## src/rtl/vga_timing_pkg.sv

```systemverilog
// vga_timing_pkg -- shared types and default 640x480@60 timing constants
// for the VGA timing controller.
package vga_timing_pkg;

    // Horizontal phase sequence, in the order the beam traverses a line.
    typedef enum logic [1:0] {
        H_SYNC,
        H_BPORCH,
        H_ACTIVE,
        H_FPORCH
    } hPhase_t;

    // Vertical phase sequence, in the order the beam traverses a frame.
    typedef enum logic [1:0] {
        V_SYNC,
        V_BPORCH,
        V_ACTIVE,
        V_FPORCH
    } vPhase_t;

    // 640x480@60 with a 25 MHz pixel clock derived from 100 MHz.
    localparam int unsigned DEF_H_SYNC  = 96;
    localparam int unsigned DEF_H_BP    = 48;
    localparam int unsigned DEF_H_ACT   = 640;
    localparam int unsigned DEF_H_FP    = 16;
    localparam int unsigned DEF_V_SYNC  = 2;
    localparam int unsigned DEF_V_BP    = 33;
    localparam int unsigned DEF_V_ACT   = 480;
    localparam int unsigned DEF_V_FP    = 10;
    localparam int unsigned DEF_CLK_DIV = 4;

    // Length of one full line or frame from its four phase widths.
    function automatic int unsigned phaseTotal(
        input int unsigned syncW,
        input int unsigned bpW,
        input int unsigned actW,
        input int unsigned fpW
    );
        return syncW + bpW + actW + fpW;
    endfunction

endpackage

```

## src/rtl/vga_tick_gen.sv

```systemverilog
// vga_tick_gen -- pixel-rate advance strobe, one clk in every CLK_DIV
// enabled clk cycles. The divider freezes while en is low.
module vga_tick_gen
    import vga_timing_pkg::*;
#(
    parameter int unsigned CLK_DIV = DEF_CLK_DIV
)(
    input  logic clk,
    input  logic rst,
    input  logic en,
    output logic tick
);

    localparam int unsigned DW = (CLK_DIV > 1) ? $clog2(CLK_DIV) : 1;
    localparam logic [DW-1:0] LAST = DW'(CLK_DIV - 1);

    logic [DW-1:0] divCount;

    // The strobe is decoded from the divider register so the top can
    // update its counters and register pix_tick on the same edge.
    assign tick = en && (divCount == LAST);

    // Divider: count enabled cycles, wrap after CLK_DIV of them.
    // NOTE: sequential state uses non-blocking (<=) so every flop samples
    // pre-edge values regardless of statement order.
    always_ff @(posedge clk) begin
        if (rst) begin
            divCount <= '0;
        end else if (en) begin
            divCount <= (divCount == LAST) ? '0 : divCount + 1'b1;
        end
    end

endmodule

```

## src/rtl/vga_timing_ctrl.sv

```systemverilog
// vga_timing_ctrl -- VGA horizontal/vertical timing generator with
// registered sync, blanking, coordinate and strobe outputs.
// Optional feature: define VGA_TC_FRAME_CNT_EN to add the 16-bit frame_cnt
// output counting frame_start pulses.
module vga_timing_ctrl
    import vga_timing_pkg::*;
#(
    parameter int unsigned H_SYNC  = DEF_H_SYNC,
    parameter int unsigned H_BP    = DEF_H_BP,
    parameter int unsigned H_ACT   = DEF_H_ACT,
    parameter int unsigned H_FP    = DEF_H_FP,
    parameter int unsigned V_SYNC  = DEF_V_SYNC,
    parameter int unsigned V_BP    = DEF_V_BP,
    parameter int unsigned V_ACT   = DEF_V_ACT,
    parameter int unsigned V_FP    = DEF_V_FP,
    parameter int unsigned CLK_DIV = DEF_CLK_DIV
)(
    input  logic        clk,
    input  logic        rst,
    input  logic        en,
    output logic [31:0] hCount,
    output logic [31:0] vCount,
    output logic        HS,
    output logic        VS,
    output logic        video_on,
    output logic [9:0]  pix_x,
    output logic [9:0]  pix_y,
    output logic        pix_tick,
    output logic        line_start,
    output logic        frame_start
`ifdef VGA_TC_FRAME_CNT_EN
    ,
    output logic [15:0] frame_cnt
`endif
);

    // The H_SYNC / V_SYNC parameters shadow the same-named phase literals,
    // so those two states are referenced through the package scope.
    localparam int unsigned H_TOTAL     = phaseTotal(H_SYNC, H_BP, H_ACT, H_FP);
    localparam int unsigned V_TOTAL     = phaseTotal(V_SYNC, V_BP, V_ACT, V_FP);
    localparam int unsigned H_ACT_START = H_SYNC + H_BP;
    localparam int unsigned H_FP_START  = H_ACT_START + H_ACT;
    localparam int unsigned V_ACT_START = V_SYNC + V_BP;
    localparam int unsigned V_FP_START  = V_ACT_START + V_ACT;

    logic        tick;
    logic        hWrap;
    logic        vWrap;
    logic [31:0] hNext;
    logic [31:0] vNext;
    logic        actNext;
    hPhase_t     hState;
    vPhase_t     vState;

    vga_tick_gen #(
        .CLK_DIV (CLK_DIV)
    ) u_tick_gen (
        .clk  (clk),
        .rst  (rst),
        .en   (en),
        .tick (tick)
    );

    // Next counter values and active-area decode for the coming tick.
    // NOTE: every signal here is assigned on every pass, so no latch can
    // be inferred.
    always_comb begin
        hWrap   = (hCount == H_TOTAL - 1);
        vWrap   = (vCount == V_TOTAL - 1);
        hNext   = hWrap ? '0 : hCount + 32'd1;
        vNext   = hWrap ? (vWrap ? '0 : vCount + 32'd1) : vCount;
        actNext = (hNext >= H_ACT_START) && (hNext < H_FP_START) &&
                  (vNext >= V_ACT_START) && (vNext < V_FP_START);
    end

    // Horizontal phase FSM; HS is registered alongside the state.
    always_ff @(posedge clk) begin
        if (rst) begin
            hState <= vga_timing_pkg::H_SYNC;
            HS     <= 1'b1;
        end else if (tick) begin
            case (hState)
                vga_timing_pkg::H_SYNC:
                    if (hNext == H_SYNC) begin
                        hState <= H_BPORCH;
                        HS     <= 1'b0;
                    end
                H_BPORCH:
                    if (hNext == H_ACT_START) hState <= H_ACTIVE;
                H_ACTIVE:
                    if (hNext == H_FP_START) hState <= H_FPORCH;
                H_FPORCH:
                    if (hNext == '0) begin
                        hState <= vga_timing_pkg::H_SYNC;
                        HS     <= 1'b1;
                    end
                default: begin
                    hState <= vga_timing_pkg::H_SYNC;
                    HS     <= 1'b1;
                end
            endcase
        end
    end

    // Vertical phase FSM; advances only on the tick that wraps hCount.
    always_ff @(posedge clk) begin
        if (rst) begin
            vState <= vga_timing_pkg::V_SYNC;
            VS     <= 1'b1;
        end else if (tick && hWrap) begin
            case (vState)
                vga_timing_pkg::V_SYNC:
                    if (vNext == V_SYNC) begin
                        vState <= V_BPORCH;
                        VS     <= 1'b0;
                    end
                V_BPORCH:
                    if (vNext == V_ACT_START) vState <= V_ACTIVE;
                V_ACTIVE:
                    if (vNext == V_FP_START) vState <= V_FPORCH;
                V_FPORCH:
                    if (vNext == '0) begin
                        vState <= vga_timing_pkg::V_SYNC;
                        VS     <= 1'b1;
                    end
                default: begin
                    vState <= vga_timing_pkg::V_SYNC;
                    VS     <= 1'b1;
                end
            endcase
        end
    end

    // Counters, active-area outputs and strobes; strobes derive from the
    // enable-gated tick, so they drop to 0 whenever en is low.
    always_ff @(posedge clk) begin
        if (rst) begin
            hCount      <= '0;
            vCount      <= '0;
            video_on    <= 1'b0;
            pix_x       <= '0;
            pix_y       <= '0;
            pix_tick    <= 1'b0;
            line_start  <= 1'b0;
            frame_start <= 1'b0;
        end else begin
            pix_tick    <= tick;
            line_start  <= tick && hWrap;
            frame_start <= tick && hWrap && vWrap;
            if (tick) begin
                hCount   <= hNext;
                vCount   <= vNext;
                video_on <= actNext;
                pix_x    <= actNext ? 10'(hNext - H_ACT_START) : '0;
                pix_y    <= actNext ? 10'(vNext - V_ACT_START) : '0;
            end
        end
    end

`ifdef VGA_TC_FRAME_CNT_EN
    // Frame counter, stepping with every frame_start and wrapping at 16 bits.
    always_ff @(posedge clk) begin
        if (rst) begin
            frame_cnt <= '0;
        end else if (tick && hWrap && vWrap) begin
            frame_cnt <= frame_cnt + 16'd1;
        end
    end
`endif

endmodule

```

## config.mk

```make
export PLATFORM = sky130hd
export DESIGN_NAME = vga_timing_ctrl
export DESIGN_NICKNAME = d
export VERILOG_FILES = /design/src/rtl/vga_timing_pkg.sv /design/src/rtl/vga_tick_gen.sv /design/src/rtl/vga_timing_ctrl.sv
export SDC_FILE = /design/constraint.sdc
export NUM_CORES = 1
export LEC_CHECK = 0
export BUFFER_PORTS_ARGS = -buffer_cell sky130_fd_sc_hd__buf_4
export CAP_MARGIN = 30
export CORE_MARGIN = 3
export CORE_UTILIZATION = 40
export CTS_CLUSTER_SIZE = 8
export DETAILED_ROUTE_END_ITERATION = 7
export GPL_ROUTABILITY_DRIVEN = 0
export PLACE_DENSITY_LB_ADDON = 0.05
export SKIP_LAST_GASP = 1
export SLEW_MARGIN = 20
export SYNTH_ARGS = -nofsm -noshare
export SYNTH_HDL_FRONTEND = slang
export SYNTH_SLANG_ARGS = --single-unit
```

## constraint.sdc

```tcl
create_clock -name clk -period 9.4 [get_ports clk]
set_input_delay 1.88 -clock clk [delete_from_list [all_inputs] [get_ports clk]]
set_output_delay 1.88 -clock clk [all_outputs]
set_load 0.01 [all_outputs]
```

# ---- Word-level counts from Yosys, hierarchy flattened
# Cells that the tools add are included.
dict set report op_classes {
  add_sub_neg 5
  magnitude_cmp 4
  eq_ne 23
  muxes 22
  reduce_logical 16
}
# cell count
set ops {}
lappend ops {{32-bit by 10-bit == test with 1-bit output (second input constant)} 4}
lappend ops {{32-bit 2-to-1 mux} 3}
lappend ops {{32-bit by 1-bit adder with 32-bit output (second input constant)} 2}
lappend ops {{32-bit zero test} 2}
lappend ops {{32-bit by 10-bit less-than comparator with 1-bit output (second input constant)} 2}
lappend ops {{32-bit by 2-bit == test with 1-bit output (second input constant)} 1}
lappend ops {{32-bit by 6-bit == test with 1-bit output (second input constant)} 1}
lappend ops {{32-bit by 7-bit == test with 1-bit output (second input constant)} 1}
lappend ops {{32-bit by 8-bit == test with 1-bit output (second input constant)} 1}
lappend ops {{32-bit by 6-bit >= comparator with 1-bit output (second input constant)} 1}
lappend ops {{32-bit by 8-bit >= comparator with 1-bit output (second input constant)} 1}
lappend ops {{10-bit 2-to-1 mux} 2}
lappend ops {{2-bit 2-to-1 mux} 9}
lappend ops {{2-bit inequality test (second input constant)} 8}
lappend ops {{2-bit one-hot mux with 4 select lines} 2}
lappend ops {{2-bit == test (second input constant)} 5}
lappend ops {{5-bit AND reduction} 2}
lappend ops {{10-bit by 6-bit subtractor with 10-bit output (second input constant)} 1}
lappend ops {{10-bit by 8-bit subtractor with 10-bit output (second input constant)} 1}
lappend ops {{4-bit AND reduction} 2}
lappend ops {{1-bit logical AND} 6}
lappend ops {{2-bit by 1-bit == test with 1-bit output (second input constant)} 2}
lappend ops {{2-bit zero test} 2}
lappend ops {{1-bit 2-to-1 mux} 4}
lappend ops {{3 further kinds} 5}
dict set report word_totals {
  regBits 96
  out_inout_bits 90
  word_cells 83
}

# ---- Logic depth before layout (Yosys ltp)
dict set report depth {
  ltp_word 7
  mapped_depth 17
  ltp_nobuf 14
}

# ---- Cells and area by module
# From an unflattened synthesis, not the netlist that was laid out.
dict set report unflattened {
  hier_cells 906
  hier_area_um2 6711.4
}
# module n_inst cells_per_inst area_each_um2 seq_area_each_um2
set by_module_without_submodules {}
lappend by_module_without_submodules {vga_timing_ctrl 1 897 6618.8 1881.8}
lappend by_module_without_submodules {vga_tick_gen 1 9 92.6 40.0}

# ---- Worst setup path before layout
# OpenSTA, ideal clock, no wires.
dict set report synth_timing {
  kind {register -> register}
  startpoint {register hCount[0]}
  endpoint {register pix_x[6]}
  setup_ns 0.128
  t_arrival_ns 3.609
  required_ns 9.272
  path_slack_ns 5.663
  stages_incl_launch_ff 16
  path_buffers 4
  synth_period_minus_slack_ns 3.737
  path_cell_list {dfxtp_1 -> ha_1 -> and4_1 -> buf_2 -> nand4_1 -> or3_1 -> clkbuf_1 -> clkbuf_1 -> mux2_2 -> ha_1 -> nor4_1 -> a21o_1 -> nand2_1 -> o2111ai_1 -> clkbuf_1 -> o21ai_0}
}
# item line
set synth_lines {}
lappend synth_lines {{from (decl)} vga_timing_ctrl.sv:21} ;# output logic [31:0] hCount,
lappend synth_lines {{from (signal assigned)} vga_timing_ctrl.sv:151} ;# hCount <= hNext;
lappend synth_lines {{32-bit by 10-bit == test with 1-bit output *} vga_timing_ctrl.sv:68} ;# hWrap = (hCount == H_TOTAL - 1);
lappend synth_lines {{32-bit 2-to-1 mux *} vga_timing_ctrl.sv:71} ;# vNext = hWrap ? (vWrap ? '0 : vCount + 32'd1) : vCount;
lappend synth_lines {{via vNext[0]} vga_timing_ctrl.sv:50} ;# logic [31:0] vNext;
lappend synth_lines {{32-bit by 6-bit >= comparator with 1-bit output} vga_timing_ctrl.sv:73} ;# (vNext >= V_ACT_START) && (vNext < V_FP_START);
lappend synth_lines {{1-bit logical AND} vga_timing_ctrl.sv:72} ;# actNext = (hNext >= H_ACT_START) && (hNext < H_FP_START) &&
lappend synth_lines {{1-bit logical AND *} vga_timing_ctrl.sv:73}
lappend synth_lines {{10-bit 2-to-1 mux *} vga_timing_ctrl.sv:154} ;# pix_x <= actNext ? 10'(hNext - H_ACT_START) : '0;
lappend synth_lines {{to (signal assigned)} vga_timing_ctrl.sv:154}
lappend synth_lines {{to (decl)} vga_timing_ctrl.sv:26} ;# output logic [9:0] pix_x,
# Mark *: on every way through the listed nets, which the timed path passes. The rest lies on a longest branch.
# A chain may end at the register's enable or synchronous reset.

# ---- Worst setup path after layout
dict set report layout_timing {
  startpoint {register hCount[0]}
  endpoint {register VS}
}
dict set report layout_via {
  elab_chain_len 5
}
# item line
set layout_rtl {}
lappend layout_rtl {{32-bit by 10-bit == test with 1-bit output *} vga_timing_ctrl.sv:68}
lappend layout_rtl {{32-bit 2-to-1 mux} vga_timing_ctrl.sv:71}
lappend layout_rtl {{32-bit by 2-bit == test with 1-bit output or 32-bit zero test (tied branches)} {vga_timing_ctrl.sv:113, vga_timing_ctrl.sv:122}}
lappend layout_rtl {{2-bit inequality test (no source line)} --}
lappend layout_rtl {{4-bit AND reduction (no source line) *} --}
lappend layout_rtl {{to (signal assigned)} vga_timing_ctrl.sv:109} ;# VS <= 1'b1;
lappend layout_rtl {{to (signal assigned)} vga_timing_ctrl.sv:115} ;# VS <= 1'b0;
lappend layout_rtl {{to (signal assigned)} vga_timing_ctrl.sv:124} ;# VS <= 1'b1;
lappend layout_rtl {{to (decl)} vga_timing_ctrl.sv:24} ;# output logic VS,
# Every way passes the cells marked *; elsewhere a longest branch is shown, timed or not.

==> reports/summary.txt <==
status - finished clean
Leakage - 2.79 nW
Post-CTS Resized - 0
Setup crit start kind - register
Synthesized Nets - 857
CP Cell Sequence - ha_1, and4_1, nand4_1, nor4_1, mux2i_1, nor4b_1, nand3_1, nor4_2, o2111a_2, a21boi_1, a211o_1
Die W - 132 um
layout cell share with drive strength beyond 1 - 16.2%
Worst-Margin Slew - 0.866 ns
area grow syn2layout - 15.8%
nature of the critical path endpoint - register
HPWL after DPL - 14.3 mm
Antenna Cells - 0
largest area contributor in the netlist - dfxtp_1
post-synth design cell area - 6390 um2
Final ANT Viol Nets - 0
area share of the largest cell type after synthesis - 30.1%
buffer count from post-CTS setup fixing - 0
worst path arrival time - 4.69 ns
EDFF count, synth - 0
leading cell type in the layout, fill and taps excluded - buf_4
Final Hold Slack - 0.455 ns
Hold Path Class - reg2reg
Critical-path top delay cell - nor4_1
worst min-delay path startpoint - video_on
Max Transition Viols Final - 0
Initial Utilization - 41.4%
first-pass GRT wire length - 32.6 mm
WP buf/inv - 0
FMAX - 225 MHz
Layout Nets - 900
core area - 15400 um2
critical path class - reg2reg
Final Hold Fails - 0
FF/Latch Area - 1920 um2
Synth Register Bits - 96
reg2reg setup slack - 4.96 ns
DP Cell Count - 1077
Pwr per Cell Area - 110 nW/um2
Syn. warnings - 0
worst-case reg-to-reg path depth - 11
async set-reset flop share out of synthesis - 0%
RSZ-0062 raised after global routing - no
clock tree buffer depth - 2
total CTS buffers - 9
VDD IR max - 0.0769 mV
H-tree depth - 3
max incr delay on CP - 0.64 ns
initial antenna violation count - 0
fin cells - 1093
DR DRC count - 0
Largest delay share family, worst path - simple AND/OR/NAND/NOR gates
min Tclk post-route - 4.44 ns
commonest non-fill, non-tap cells in the layout - 99 x buf_4, 96 x dfxtp_1, 84 x nor2_1, 79 x nand2_1, 54 x o21ai_0
Clock Latency Late Sink - 0.36 ns
TritonCTS clock tree - built
Seq/Total Area, Yosys - 30.1%
Setup TNS - 0 ns
Synth Instances - 835
hold endpoint - video_on
CP required - 9.65 ns
total of max-cap violations - 0
drt total wl - 20.2 mm
Die Ht - 132 um
Multi-input gate area - 4090 um2
average wire per standard cell - 18.5 um
Detailed Routing Iterations Pass 1 - 6
die area - 17500 um2
critical path fanouts, max - 9
max_slew headroom - 41.7%
# hold bufs at CTS - 0
# setup viols final - 0
count of input and output buffers - 92
Vias/cell - 5.96
vias in the first global route - 6124
Synth cell types - 70
Top FF cell, synth - dfxtp_1
clk slew on worst S/H paths - 0.07 ns
# IOs - 93
Tcrit/Tclk final - 47.3%
global route total overflow - 0
reg2reg start - hCount[0]
Min-Delay Path Depth - 2
largest cells by area after synthesis - dfxtp_1 30%, nor2_1 5.0%, nand2_1 4.6%
initial DRC count - 508
row count - 45
fill count - 1600
vias - 6514
clock root buffer master - clkbuf_16
GRT Resource Usage Total - 22.7%
Setup Skew - 0.00643 ns
syn_area_per_cell - 7.65 um2
largest net degree at the start of global routing - 65
clk sinks - 96
FF-to-FF End - VS
[metal layers]
metal | part of all wire, % | up-vias | wire (um) | track usage, %
li1 | - | 3096 | - | -
met1 | 43 | 3075 | 8780 | 30.7
met2 | 47 | 286 | 9580 | 36.8
met3 | 6.5 | 57 | 1310 | 3.13
met4 | 2.8 | 0 | 572 | 8.78
met5 | 0 | - | 0 | 0
[worst max path at each step]
stage	end	cells after the start	startpoint	slack (ns)
2_1_floorplan	pix_x[6]	15	hCount[0]	5.66
3_5_place_dp	vState[0]	10	hCount[16]	5.08
4_1_cts	vState[0]	9	hCount[9]	5.07
6_report	VS	11	hCount[0]	4.96
3_3_place_gp	VS	11	hCount[0]	5.21
5_1_grt	VS	11	hCount[0]	4.68
[state kept, by name (all words and copies together) (netlist names)]
name                 flops
hCount                  32
vCount                  32
pix_x                   10
pix_y                   10
hState                   2
u_tick_gen.divCount      2
vState                   2
HS                       1
VS                       1
frame_start              1
line_start               1
pix_tick                 1
video_on                 1
[where the power goes]
| part | total [mW] | switching, mW | internal, mW |
|---|---|---|---|
| Clock | 0.382 | 0.169 | 0.213 |
| Combinational | 0.0237 | 0.0160 | 0.00777 |
| Sequential | 0.411 | 0.00260 | 0.408 |
[worst min-delay path: stages (launching register included)]
cell and delay, ns:
dfxtp_1 0.31, nand2_1 0.05, nand2_1 0.05
[cells by family (layout without fill, tap and decap cells)]
logic type | after synthesis | in the layout | synth area share, %
flip-flops | 96 | 96 | 30.1
XOR/XNOR | 59 | 59 | 8.09
buffers and inverters | 89 | 136 | 5.93
adder cells (fa/ha/maj) | 19 | 19 | 3.72
multiplexers | 13 | 13 | 2.08
AND/OR/NAND/NOR | 390 | 390 | 32.9
AO/OA/AOI/OAI | 169 | 169 | 17.2
[through the flow]
step | cell area, um2 | total power, mW | util [%] | setup WS (ns)
4_1_cts | 7390 | 0.825 | 47.9 | 5.07
5_1_grt | 7400 | 0.843 | 48.0 | 4.68
2_1_floorplan | 6390 | 0.436 | - | 5.66
3_5_place_dp | 7100 | 0.444 | 46.0 | 5.08
3_3_place_gp | 7100 | 0.443 | 46.0 | 5.21
6_report | 7400 | 0.816 | 48.0 | 4.96
[final cells by class]
class / count / share of cell area [%]
Clock buffer: 11 / 3.28
Clock inverter: 4 / 0.727
Inverter: 21 / 1.07
Multi-Input combinational cell: 650 / 55.3
Sequential cell: 96 / 26.0
Tap cell: 211 / 3.57
Timing Repair Buffer: 100 / 10.1
[cell usage after synthesis, types with 3 or more instances]
cell	number
dfxtp_1	96
nor2_1	85
nand2_1	79
o21ai_0	54
clkbuf_1	48
a21oi_1	39
nand3_1	34
xor2_1	32
nor3_1	31
nand4_1	28
xnor2_1	27
nor4_1	25
inv_1	21
ha_1	19
and3_1	18
or3_1	18
and4_1	13
a211oi_1	12
a31oi_1	12
mux2i_1	11
o31ai_1	11
and2_1	9
buf_2	9
nor2b_1	7
buf_1	6
nand2b_1	6
nor4b_1	6
or2_2	6
a211o_1	4
buf_6	4
o21a_1	4
o41ai_1	4
a311oi_1	3
nand3b_1	3
nor3_2	3
or4_1	3
Note: power is estimated with default switching activity, not from simulation.
